### src/rtl/dram_arbiter_pkg.sv
// Shared constants for the data-RAM arbiter: owner-state encodings, RAM strobe
// levels and response/counter widths.
package dram_arbiter_pkg;

  localparam logic [1:0] ARB_IDLE  = 2'd0;
  localparam logic [1:0] ARB_CPU   = 2'd1;
  localparam logic [1:0] ARB_DMA   = 2'd2;
  localparam logic [1:0] ARB_FORCE = 2'd3;

  localparam logic CHIP_ENABLE   = 1'b1;
  localparam logic CHIP_DISABLE  = 1'b0;
  localparam logic WRITE_ENABLE  = 1'b1;
  localparam logic WRITE_DISABLE = 1'b0;

  localparam int RSP_W = 32;
  localparam int CNT_W = 8;

endpackage

### src/rtl/dram_rsp_reg.sv
// Per-port read-capture register: latches RAM read data on a granted read and
// pulses rvalid for one cycle afterwards.
module dram_rsp_reg
  import dram_arbiter_pkg::*;
(
  input  logic             clk,
  input  logic             rst,
  input  logic             cap,
  input  logic [RSP_W-1:0] ram_rdata,
  output logic             rvalid,
  output logic [RSP_W-1:0] rdata
);

  logic             rvalid_q, rvalid_d;
  logic [RSP_W-1:0] rdata_q, rdata_d;

  always_comb begin
    rvalid_d = cap;
    rdata_d  = cap ? ram_rdata : rdata_q;
  end

  always_ff @(posedge clk) begin
    if (rst) begin
      rvalid_q <= 1'b0;
      rdata_q  <= '0;
    end else begin
      rvalid_q <= rvalid_d;
      rdata_q  <= rdata_d;
    end
  end

  // A pulse already in flight when reset arrives is suppressed, not delivered.
  assign rvalid = rvalid_q & ~rst;
  assign rdata  = rdata_q;

endmodule

### src/rtl/dram_arbiter.sv
// Two-port arbiter for the single-ported data RAM: CPU (port 0) has priority,
// the DMA/loader (port 1) is guaranteed a slot after STARVE_LIMIT waiting cycles.
module dram_arbiter
  import dram_arbiter_pkg::*;
#(
  parameter int STARVE_LIMIT = 8,
  parameter int AW           = 32
) (
  input  logic                 clk,
  input  logic                 rst,
  input  logic                 m0_req,
  input  logic                 m0_we,
  input  logic [AW-1:0]        m0_addr,
  input  logic [3:0]           m0_sel,
  input  logic [31:0]          m0_wdata,
  input  logic                 m1_req,
  input  logic                 m1_we,
  input  logic [AW-1:0]        m1_addr,
  input  logic [3:0]           m1_sel,
  input  logic [31:0]          m1_wdata,
  output logic                 m0_gnt,
  output logic                 m1_gnt,
  output logic                 m0_rvalid,
  output logic                 m1_rvalid,
  output logic [31:0]          m0_rdata,
  output logic [31:0]          m1_rdata,
  output logic                 cpu_stall,
  output logic                 ram_ce,
  output logic                 ram_we,
  output logic [AW-1:0]        ram_addr,
  output logic [3:0]           ram_sel,
  output logic [31:0]          ram_wdata,
  input  logic [31:0]          ram_rdata,
  output logic [1:0]           dbg_state,
  output logic [CNT_W-1:0]     dbg_wait_cnt
);

  // Handshake: a requester holds req (and its fields) until it sees gnt in the
  // same cycle; the access happens in that cycle, so req&gnt is the transfer.

  localparam logic [CNT_W-1:0] LIMIT = CNT_W'(STARVE_LIMIT);

  logic [1:0]       state_q, state_d;
  logic [CNT_W-1:0] wait_cnt_q, wait_cnt_d;
  logic             starve;

  always_comb begin
    starve  = m1_req && (wait_cnt_q == LIMIT);
    m0_gnt  = 1'b0;
    m1_gnt  = 1'b0;
    state_d = ARB_IDLE;
    if (rst) begin
      state_d = ARB_IDLE;
    end else if (starve) begin
      m1_gnt  = 1'b1;
      state_d = ARB_FORCE;
    end else if (m0_req) begin
      m0_gnt  = 1'b1;
      state_d = ARB_CPU;
    end else if (m1_req) begin
      m1_gnt  = 1'b1;
      state_d = ARB_DMA;
    end
  end

  // Counts consecutive cycles port 1 has been left waiting; saturates at LIMIT.
  always_comb begin
    wait_cnt_d = wait_cnt_q;
    if (!m1_req || m1_gnt) begin
      wait_cnt_d = '0;
    end else if (wait_cnt_q != LIMIT) begin
      wait_cnt_d = wait_cnt_q + 1'b1;
    end
  end

  always_ff @(posedge clk) begin
    if (rst) begin
      state_q    <= ARB_IDLE;
      wait_cnt_q <= '0;
    end else begin
      state_q    <= state_d;
      wait_cnt_q <= wait_cnt_d;
    end
  end

  always_comb begin
    ram_ce    = CHIP_DISABLE;
    ram_we    = WRITE_DISABLE;
    ram_addr  = '0;
    ram_sel   = '0;
    ram_wdata = '0;
    if (m0_gnt) begin
      ram_ce    = CHIP_ENABLE;
      ram_we    = m0_we ? WRITE_ENABLE : WRITE_DISABLE;
      ram_addr  = m0_addr;
      ram_sel   = m0_sel;
      ram_wdata = m0_wdata;
    end else if (m1_gnt) begin
      ram_ce    = CHIP_ENABLE;
      ram_we    = m1_we ? WRITE_ENABLE : WRITE_DISABLE;
      ram_addr  = m1_addr;
      ram_sel   = m1_sel;
      ram_wdata = m1_wdata;
    end
  end

  assign cpu_stall    = m0_req & ~m0_gnt & ~rst;
  assign dbg_state    = state_q;
  assign dbg_wait_cnt = wait_cnt_q;

  dram_rsp_reg u_rsp0 (
    .clk       (clk),
    .rst       (rst),
    .cap       (m0_gnt & ~m0_we),
    .ram_rdata (ram_rdata),
    .rvalid    (m0_rvalid),
    .rdata     (m0_rdata)
  );

  dram_rsp_reg u_rsp1 (
    .clk       (clk),
    .rst       (rst),
    .cap       (m1_gnt & ~m1_we),
    .ram_rdata (ram_rdata),
    .rvalid    (m1_rvalid),
    .rdata     (m1_rdata)
  );

endmodule
### config.mk
export PLATFORM = sky130hd
export DESIGN_NAME = dram_arbiter
export DESIGN_NICKNAME = d
export VERILOG_FILES = /design/src/rtl/dram_arbiter_pkg.sv /design/src/rtl/dram_rsp_reg.sv /design/src/rtl/dram_arbiter.sv
export SDC_FILE = /design/constraint.sdc
export NUM_CORES = 1
export LEC_CHECK = 0
export BUFFER_PORTS_ARGS = -buffer_cell sky130_fd_sc_hd__buf_2
export CAP_MARGIN = 20
export CORE_AREA = 2 2 127 129
export CTS_CLUSTER_DIAMETER = 50
export CTS_CLUSTER_SIZE = 20
export DETAILED_ROUTE_END_ITERATION = 8
export DIE_AREA = 0 0 129 131
export PLACE_DENSITY = 0.58
export RECOVER_POWER = 100
export SYNTH_ARGS = -nofsm -noshare
export SYNTH_HDL_FRONTEND = slang
export SYNTH_SLANG_ARGS = --single-unit
### constraint.sdc
create_clock -name clk -period 2.8 [get_ports clk]
set_input_delay 0.56 -clock clk [delete_from_list [all_inputs] [get_ports clk]]
set_output_delay 0.56 -clock clk [all_outputs]
set_load 0.02 [all_outputs]
After elaboration in Yosys (flattened, before gate mapping)
Index checks and enable logic that the tools add are counted.

Bitwise logic cells: 10. Reductions and logical operators: 4. Muxes and demuxes: 22. Equal/unequal tests: 2. $add $sub $neg: 1.

Operators with widths (count): $mux 32 (4); $mux 1 (13); $add 8x1->8 const B (1); $eq 8x4->1 const B (1); $mux 4 (2); $ne 8x4->1 const B (1); $and 1x1->1 (6); $mux 2 (3); $not 1->1 (4); $reduce_or 2->1 (1); $logic_and 1x1->1 (1); $logic_not 1->1 (1); $logic_or 1x1->1 (1).

Input port bits: 174. Output and inout bits: 149. Logic and storage cells: 45. Flip-flop bits (word level): 76.

Logic depth before layout (Yosys ltp)
Gate-level depths: netlist of run 1.

Depth after elaboration: 7. Mapped depth: 8. Gate-level depth less buffers: 6.

Cells and area by module
Synthesis of run 1 repeated with hierarchy kept, for this count alone.

Cells, all modules: 364. Area, all modules: 3747.3 sq um.

Modules (own cells, without submodules): dram_rsp_reg (cells an instance 107, area an instance 1202.4 sq um, sequential area each 660.6 sq um, times used 2); dram_arbiter (cells an instance 150, area an instance 1342.5 sq um, sequential area each 200.2 sq um, times used 1).

Worst setup path after synthesis of run 1
Ideal clock, no wire load.

Kind: register to output. Start point: register wait_cnt_q[0], in the netlist dbg_wait_cnt[0]. End point: output port ram_we. Path slack: 0.251 ns. Required time: 2.240 ns. Path buffers: 1. Arrival time: 1.989 ns. Stages on the path, launching flop included: 7. Cell sequence: dfxtp_1 > inv_1 > ha_1 > nor4b_4 > a31oi_1 > buf_2 > o21ai_0.

Elaborated cells on any way between the ends: 8. Classes of those cells: 1 x eq/ne; 6 x mux; 1 x reduce/logical.

RTL lines: start: declaration (line dram_arbiter.sv:44) `logic [CNT_W-1:0] wait_cnt_q, wait_cnt_d;`; start signal: assignment (line dram_arbiter.sv:82) `wait_cnt_q <= wait_cnt_d;`; $eq 8x4->1 (line dram_arbiter.sv:48) `starve = m1_req && (wait_cnt_q == LIMIT);`; $logic_and 1x1->1 (line dram_arbiter.sv:48); $mux 1 (line dram_arbiter.sv:54) `end else if (starve) begin`; $mux 1 (line dram_arbiter.sv:52) `if (rst) begin`; via m0_gnt (line dram_arbiter.sv:21) `output logic m0_gnt,`; $mux 1 (line dram_arbiter.sv:92) `if (m0_gnt) begin`; end: declaration (line dram_arbiter.sv:29) `output logic ram_we,`.

The timed path passes the listed nets, and every way through them passes these cells.

Final worst setup path of run 1
Start point: register wait_cnt_q[0], in the netlist dbg_wait_cnt[0]. End point: output port ram_addr[24].

Word-level cells in the longest chain between the ends: 6. Elaborated cells on any way between the ends: 8. Classes of those cells: 1 x eq/ne; 6 x mux; 1 x reduce/logical.

Ends and longest elaborated chain: $eq 8x4->1 (*) (line dram_arbiter.sv:48); $logic_and 1x1->1 (*) (line dram_arbiter.sv:48); $mux 1 (line dram_arbiter.sv:54); $mux 1 (line dram_arbiter.sv:52); $mux 32 (line dram_arbiter.sv:98) `end else if (m1_gnt) begin`; $mux 32 (*) (line dram_arbiter.sv:92); end: declaration (line dram_arbiter.sv:30) `output logic [AW-1:0] ram_addr,`.

Mark *: on every way between the ends. The rest lies on a longest branch, timed or not.

==> results of run 1 <==
[power by group through the flow]
stage / Sequential (µW) / Combinational, µW / Clock [µW]
after floorplan: 1200 / 255 / 0
after global placement: 1160 / 587 / 0
after detailed placement: 1160 / 585 / 0
after CTS: 1130 / 590 / 1110
after global routing: 1140 / 630 / 1150
final: 1130 / 589 / 1080
[area by class of cell]
cell class	instances	area [µm²]	share of cell area
tap	216	270	0.0476
timing repair buffer	338	1740	0.305
clock buffer	9	225	0.0396
sequential	76	1520	0.268
multi-input combinational	278	1850	0.325
inverter	3	11.3	0.00198
clock inverter	7	52.6	0.00925
antenna	6	15.0	0.00264
[worst min-delay path by stage]
stage                                start          endpoint  slack [ns]  depth (start not counted)
after global routing         ram_rdata[13]  u_rsp1.rdata[13]        0.46                          3
final                     u_rsp1.rdata[15]  u_rsp1.rdata[15]        0.46                          2
after global placement     u_rsp1.rdata[7]   u_rsp1.rdata[7]        0.44                          2
after CTS                    ram_rdata[21]  u_rsp1.rdata[21]        0.45                          3
after floorplan           u_rsp1.rdata[10]  u_rsp1.rdata[10]        0.53                          2
after detailed placement  u_rsp1.rdata[10]  u_rsp1.rdata[10]        0.44                          2
[metal layers]
| metal | part of all wire | wire, µm | vias up | global-route usage |
|---|---|---|---|---|
| li1 | - | - | 2053 | - |
| met1 | 0.41 | 6860 | 1952 | 0.211 |
| met2 | 0.46 | 7720 | 196 | 0.280 |
| met3 | 0.11 | 1900 | 15 | 0.0843 |
| met4 | 0.0064 | 106 | 6 | 0.0364 |
| met5 | 0.0022 | 37 | - | 0 |
[state kept, by name, summed over array words and instances (netlist names)]
| signal | count |
|---|---|
| dbg_state | 2 |
| dbg_wait_cnt | 8 |
| u_rsp0.rdata | 32 |
| u_rsp1.rdata | 32 |
| u_rsp1.rvalid_q | 1 |
| u_rsp0.rvalid_q | 1 |
[cells in the final DEF (no fill, tap or decap), types with 2 or more instances in the layout]
cell type,instances
clkinv_2,2
dfxtp_2,2
buf_4,5
buf_2,178
clkbuf_2,68
clkinv_4,3
and3_1,2
nand2b_1,2
dfxtp_1,74
ha_1,2
nor2_1,44
buf_12,6
nor2b_1,3
nand2_1,37
clkbuf_1,79
mux2i_1,32
diode_2,6
xor2_1,5
a22o_1,67
nand3_1,38
o21ai_0,33
inv_1,3
clkbuf_16,11
[per-stage QoR]
step / cell area (µm²) / utilization / power, µW
6_report: 5680 / 0.364 / 2800
3_5_place_dp: 5380 / 0.345 / 1740
5_1_grt: 5670 / 0.363 / 2920
2_1_floorplan: 3510 / - / 1450
3_3_place_gp: 5380 / 0.345 / 1740
4_1_cts: 5680 / 0.364 / 2830
[repair_timing]
action,4_1_cts,5_1_grt
buffers inserted,1,2
pin swaps,0,1
gates resized for setup,1,9
gates cloned,0,2
endpoints found under the setup margin,68,48
[logic make-up after synthesis]
logic type	share of synthesized area
buf+inv	0.0513
simple gates	0.169
mux	0.0912
fa+ha+maj	0.00713
compound gates	0.233
xor+xnor	0.0150
flops	0.433
[critical path: stages, from the launching register on]
cell and delay, ns:
dfxtp_2 0.37, inv_1 0.06, ha_1 0.19, nor4b_4 0.12
buf_4 0.16, a31oi_4 0.20, buf_12 0.16, buf_12 0.15
a22o_1 0.18, clkbuf_2 0.19
==> Flow_metrics.wiki, run 1 <==
{| class="wikitable"
! Metric !! Value
|-
| Status || finished clean
|-
| Dpl hpwl || 13.0 mm
|-
| Total of warnings raised by yosys || 0
|-
| Clock latency on the worst-skew pair || 0.33 ns
|-
| Filler Cell Count || 1728
|-
| Overall routing resource usage || 0.174
|-
| Share of layout cells above drive strength 1 || 0.401
|-
| Vias in the first global route || roughly 3700
|-
| Combinational share of power || 0.210
|-
| Area of the core || 15600 µm²
|-
| Final-layout worst hold slack || 0.459 ns
|-
| Worst-margin pin slew || 1.01 ns
|-
| Average footprint of a synthesized cell || 8.98 µm²
|-
| Synth area leaders || dfxtp_1 (43%), a22o_1 (17%), mux2i_1 (9.1%), nand3_1 (5.4%), nor2_1 (4.8%)
|-
| Signed area change from the synthesized netlist to the final layout || 61.8%
|-
| Leakage power total || 0.00257 µW
|-
| Area share of the largest cell type after synthesis || 0.433
|-
| Vias after detailed routing || 4222
|-
| Power density cells || 493 nW/µm²
|-
| Global-route wire length before repair || approximately 22 mm
|-
| Synthesized flop and latch total || between 70 and 80
|-
| CTS Buffer Depth || 2
|-
| Remaining global-route overflow || 0
|-
| Post-synth ARST share || 0
|-
| Internal cell power || 1960 µW
|-
| NumNets Final || a little under 900
|-
| Post-Route Setup TNS || 0 ns
|-
| Clock root buffer || clkbuf_16
|-
| Chip Width || 129 µm
|-
| Cells on worst reg2reg path || 9
|-
| Endpoints failing setup || 0
|-
| TritonCTS clock tree || built
|-
| Number of remaining DRC errors || 0
|-
| Worst reg2reg path endpoint || u_rsp1.rdata[23]
|-
| Final-report hold violation count || 0
|-
| Power share of the sequential group || 0.405
|-
| Starting density of the core || 0.225
|-
| Min setup slack post-route || 0.113 ns
|-
| Part of the cycle the worst path needs || 0.960
|-
| Routability-driven placement congestion ratio || ~0.86
|-
| Num rows || 46
|-
| Launch instance of the worst register-to-register path || dbg_wait_cnt[0]
|-
| Type of the worst setup path || reg -> out
|-
| Setup repair after global routing missed its margin || no
|-
| Initial antenna violation count || 9
|-
| Flop-to-flop setup slack || 0.40 ns
|-
| Critical Path Source || dbg_wait_cnt[0]
|-
| Residual antenna-violating net count after detailed routing || 0
|-
| Cell with the most instances after synthesis || dfxtp_1
|-
| Die Y-Extent || 131 µm
|-
| CTS sink count || 76
|-
| Number of H-tree levels || 3
|-
| Max Fanout on Critical Path || 19
|-
| Area of the die || 16900 µm²
|-
| EDFF count, synth || 0
|-
| Worst setup path end || ram_addr[24]
|-
| First-pass iteration count of the detailed router || 4
|-
| Number of standard cells after synthesis || 391
|-
| Post-layout min period || 2.69 ns
|-
| Hold_buf cts || 0
|-
| Clock-pin transition on the worst setup and hold timing paths || roughly 0.060 ns
|-
| Highest achievable clock rate || ~0.37 GHz
|-
| Max-slew violations || 0
|-
| Aggregate routed wire length || 16.6 mm
|-
| Top_reg_cell synth || dfxtp_1
|-
| Net switching fraction of the power || 0.300
|-
| Relative max-transition margin || 0.326
|-
| CP Capture Type || output pin
|-
| Largest net degree at the start of global routing || 39
|-
| Required time of the critical path || about 2.2 ns
|-
| IO Port Bufs || between 300 and 400
|-
| Final Instance Count excl. Fillers || 933
|-
| Power share of the clock group || 0.385
|-
| Peak VDD IR || 0.336 mV
|-
| Portion of the post-synthesis area used by sequential elements || 0.433
|-
| Count of unique library cells instantiated by Yosys || 29
|-
| Cell area after synthesis || between 3000 and 4000 µm²
|-
| Worst Path Arrival || 2.13 ns
|-
| Max capacitance violation total || 0
|-
| Post-placement worst setup slack || 0.151 ns
|-
| Routed wire length per instance || 17.8 µm
|-
| Initial DRC Count || 225
|-
| Startpoint type of the worst setup path || register
|-
| Commonest cells post-synth || dfxtp_1 (76), a22o_1 (68), nor2_1 (45)
|-
| Syn Nets || 567
|-
| Largest clock skew in the final design || 0.00737 ns
|-
| Path class of the lowest-slack min-delay path || reg -> reg
|-
| Number of clock buffers inserted by TritonCTS || 9
|-
| Sw Pwr || ~840 µW
|-
| Average via count per standard cell || ~4.5
|-
| Area leader, netlist || dfxtp_1
|-
| Post-Place Cells || 906
|-
| Top-level I/O count || approximately 320
|}
(Power assumes the default switching activity.)
==> run 2, diff against run 1 <==
ABC_AREA = 1   (was not set)
PLACE_DENSITY = 0.64   (was 0.58)
==> Flow_metrics.wiki, run 2 <==
{| class="wikitable"
! Metric !! Value
|-
| Overall routing resource usage || 0.177 (+0.00294)
|-
| Post-Route Setup TNS || 0 ns (unchanged)
|-
| Syn Nets || 952 (+68%)
|-
| Remaining global-route overflow || 0 (unchanged)
|-
| Chip Width || 129 µm (unchanged)
|-
| Synth area leaders || dfxtp_1 (35%), nand2_1 (30%), inv_1 (12%), nor2_1 (9.3%), nand4_1 (4.9%)
|-
| Initial DRC Count || 278 (+24%)
|-
| Vias after detailed routing || 5460 (+29%)
|-
| Area leader, netlist || dfxtp_1
|-
| Area of the core || 15600 µm² (unchanged)
|-
| Synthesized flop and latch total || 76 (unchanged)
|-
| Relative max-transition margin || 0.161 (-0.166)
|-
| Largest clock skew in the final design || 0.00713 ns (-0.000245 ns)
|-
| Signed area change from the synthesized netlist to the final layout || 48.8%
|-
| Dpl hpwl || 12.3 mm (-5.1%)
|-
| Cell area after synthesis || 4380 µm² (+25%)
|-
| IO Port Bufs || 322 (unchanged)
|-
| Max-slew violations || 0 (unchanged)
|-
| Top-level I/O count || 323 (unchanged)
|-
| Top_reg_cell synth || dfxtp_1
|-
| Power density cells || 470 nW/µm² (-4.7%)
|-
| Starting density of the core || 0.281 (+0.0554)
|-
| Endpoints failing setup || 0 (unchanged)
|-
| Dpl cell area || 6190 µm² (+15%)
|-
| Routability-driven placement congestion ratio || 0.804 (-6.5%)
|-
| Area of the die || 16900 µm² (unchanged)
|-
| Number of remaining DRC errors || 0 (unchanged)
|-
| Hold_buf cts || 0 (unchanged)
|-
| TritonCTS clock tree || built
|-
| CP peak stage delay || 0.39 ns (+0.02 ns)
|-
| Sw Pwr || 892 µW (+6.1%)
|-
| Die Y-Extent || 131 µm (unchanged)
|-
| Post-Place Cells || 1285 (+42%)
|-
| Net switching fraction of the power || 0.291 (-0.00855)
|-
| Residual antenna-violating net count after detailed routing || 0 (unchanged)
|-
| Type of the worst setup path || reg -> out
|-
| Filler Cell Count || 1723 (-0.29%)
|-
| CTS Buffer Depth || 2 (unchanged)
|-
| Highest achievable clock rate || 0.379 GHz (+1.7%)
|-
| Power share of the clock group || 0.411 (+0.026)
|-
| Final Instance Count excl. Fillers || 1309 (+40%)
|-
| Portion of the post-synthesis area used by sequential elements || 0.348 (-0.0856)
|-
| Total of warnings raised by yosys || 0 (unchanged)
|-
| Max Fanout on Critical Path || 12 (-7)
|-
| Final design utilization || 0.417 (+0.0530)
|-
| Post-layout min period || 2.64 ns (-0.0459 ns)
|-
| Worst-margin pin slew || 1.26 ns (+0.250 ns)
|-
| Post-placement worst setup slack || 0.296 ns (+0.145 ns)
|-
| Min setup slack post-route || 0.159 ns (+0.0459 ns)
|-
| Final-report hold violation count || 0 (unchanged)
|-
| Commonest non-fill, non-tap cells in the layout || nand2_1 (343), buf_2 (245), inv_1 (142)
|-
| Average via count per standard cell || 4.17 (-7.8%)
|-
| CP Capture Type || output pin
|-
| Clock root buffer || clkbuf_16
|-
| Aggregate routed wire length || 16.7 mm (+0.42%)
|-
| EDFF count, synth || 0 (unchanged)
|-
| Required time of the critical path || 2.24 ns (about the same)
|-
| Leading cell type in the layout, fill and taps excluded || nand2_1
|-
| Startpoint type of the worst setup path || register
|-
| Max capacitance violation total || 0 (unchanged)
|-
| Peak VDD IR || 0.391 mV (+16%)
|-
| Highest-delay cell along the critical path || dfxtp_1
|-
| Cell with the most instances after synthesis || nand2_1
|-
| Number of clock buffers inserted by TritonCTS || 9 (unchanged)
|-
| Count of unique library cells instantiated by Yosys || 24 (-17%)
|-
| Power share of the sequential group || 0.375 (-0.030)
|-
| Flop-to-flop setup slack || 0.43 ns (+0.03 ns)
|-
| Num rows || 46 (unchanged)
|-
| Combinational share of power || 0.214 (+0.004)
|-
| Global-route wire length before repair || 23.0 mm (+4.8%)
|-
| Post-route cell area || 6510 µm² (+15%)
|-
| CTS sink count || 76 (unchanged)
|-
| Average footprint of a synthesized cell || 5.64 µm² (-37%)
|-
| Part of the cycle the worst path needs || 0.943 (-0.0164)
|-
| Commonest cells post-synth || nand2_1 (344), inv_1 (142), nor2_1 (108)
|-
| Leakage power total || 0.00390 µW (+51%)
|-
| Clock latency on the worst-skew pair || 0.33 ns (about the same)
|-
| Share of layout cells above drive strength 1 || 0.268 (-0.133)
|-
| Vias in the first global route || 4513 (+21%)
|-
| Path class of the lowest-slack min-delay path || in -> reg
|-
| Initial antenna violation count || 1 (-8)
|-
| Status || finished clean
|-
| Clock-pin transition on the worst setup and hold timing paths || 0.06 ns (about the same)
|-
| Routed wire length per instance || 12.8 µm (-28%)
|-
| Cells along the critical path || inv_1 -> ha_1 -> inv_1 -> nor2_2 -> nand2_2 -> nand2_4 -> nand2_4 -> clkinv_4 -> buf_12 -> nand2_1 -> nand2_1 -> buf_2
|-
| NumNets Final || 1263 (+43%)
|-
| Internal cell power || 2170 µW (+11%)
|-
| Largest net degree at the start of global routing || 66 (+69%)
|-
| Number of H-tree levels || 3 (unchanged)
|-
| Worst Path Arrival || 2.08 ns (-0.05 ns)
|-
| First-pass iteration count of the detailed router || 5 (+1)
|-
| Area share of the largest cell type after synthesis || 0.348 (-0.0856)
|-
| Post-synth ARST share || 0 (unchanged)
|-
| Number of standard cells after synthesis || 776 (+98%)
|}
run 2: cell count changes in the layout (fill, tap and decap cells not counted), sizes merged, moves of 32 or more:
cell	delta
a22o	-68
nand2	+310
nor2	+64
nand4	+34
clkbuf	-67
o21ai	-32
inv	+142
mux2i	-32
buf	+69
run 2: metal layers:
layer,part of all wire,GRT usage,vias up
li1,-,-,2863
met1,0.44,0.231,2360
met2,0.46,0.281,217
met3,0.082,0.0574,20
met4,0.015,0.0499,0
met5,0,0,-
run 2: stage by stage:
stage | hold WS, ns | total power (µW)
after floorplan | 0.529 | 1530
after global placement | 0.457 | 1820
after detailed placement | 0.467 | 1820
after CTS | 0.446 | 3110
after global routing | 0.467 | 3220
final | 0.460 | 3060
run 2: cell type report:
type | instances | area [µm²] | area share
repair buffers | 339 | 1720 | 0.265
well taps | 216 | 270 | 0.0415
diodes | 1 | 2.50 | 0.000384
repair inverters | 1 | 5.00 | 0.000769
clock inverters | 5 | 75.1 | 0.0115
multi-input cells | 512 | 2110 | 0.324
inverters | 148 | 563 | 0.0865
flip-flops and latches | 76 | 1520 | 0.234
clock buffers | 11 | 243 | 0.0373
run 2: final timing paths:
path	to	startpoint	cells after the start
worst max-delay path	ram_wdata[1]	dbg_wait_cnt[0]	12
worst min-delay path	u_rsp0.rdata[21]	ram_rdata[21]	3
worst max register to register	u_rsp0.rdata[29]	dbg_wait_cnt[0]	10
worst min register to register	dbg_wait_cnt[0]	dbg_wait_cnt[0]	1
run 2: worst max-delay path: cells and delay by family (launching register included):
| family | cells | cell delay, ns |
|---|---|---|
| and+or+nand+nor | 6 | 0.53 |
| DFF | 1 | 0.39 |
| adders and majority gates | 1 | 0.22 |
| buffers and inverters | 5 | 0.60 |
run 2: cell families after synthesis:
| kind of cell | count (synthesis) | share of synthesized area |
|---|---|---|
| xor+xnor | 4 | 0.00801 |
| buf+inv | 188 | 0.174 |
| flops | 76 | 0.348 |
| simple gates | 502 | 0.460 |
| compound gates | 4 | 0.00457 |
| fa+ha+maj | 2 | 0.00572 |
run 2: timing repair:
action	4_1_cts	5_1_grt
setup buffers	1	3
endpoints found under the setup margin	56	68
gates cloned	1	2
gates resized for setup	2	8
run 2: power groups by stage:
stage / Sequential [µW] / Combinational, µW / Clock, µW
after global routing: 1150 / 730 / 1340
after global placement: 1170 / 652 / 0
after detailed placement: 1170 / 653 / 0
after CTS: 1150 / 666 / 1300
after floorplan: 1220 / 309 / 0
final: 1150 / 656 / 1260
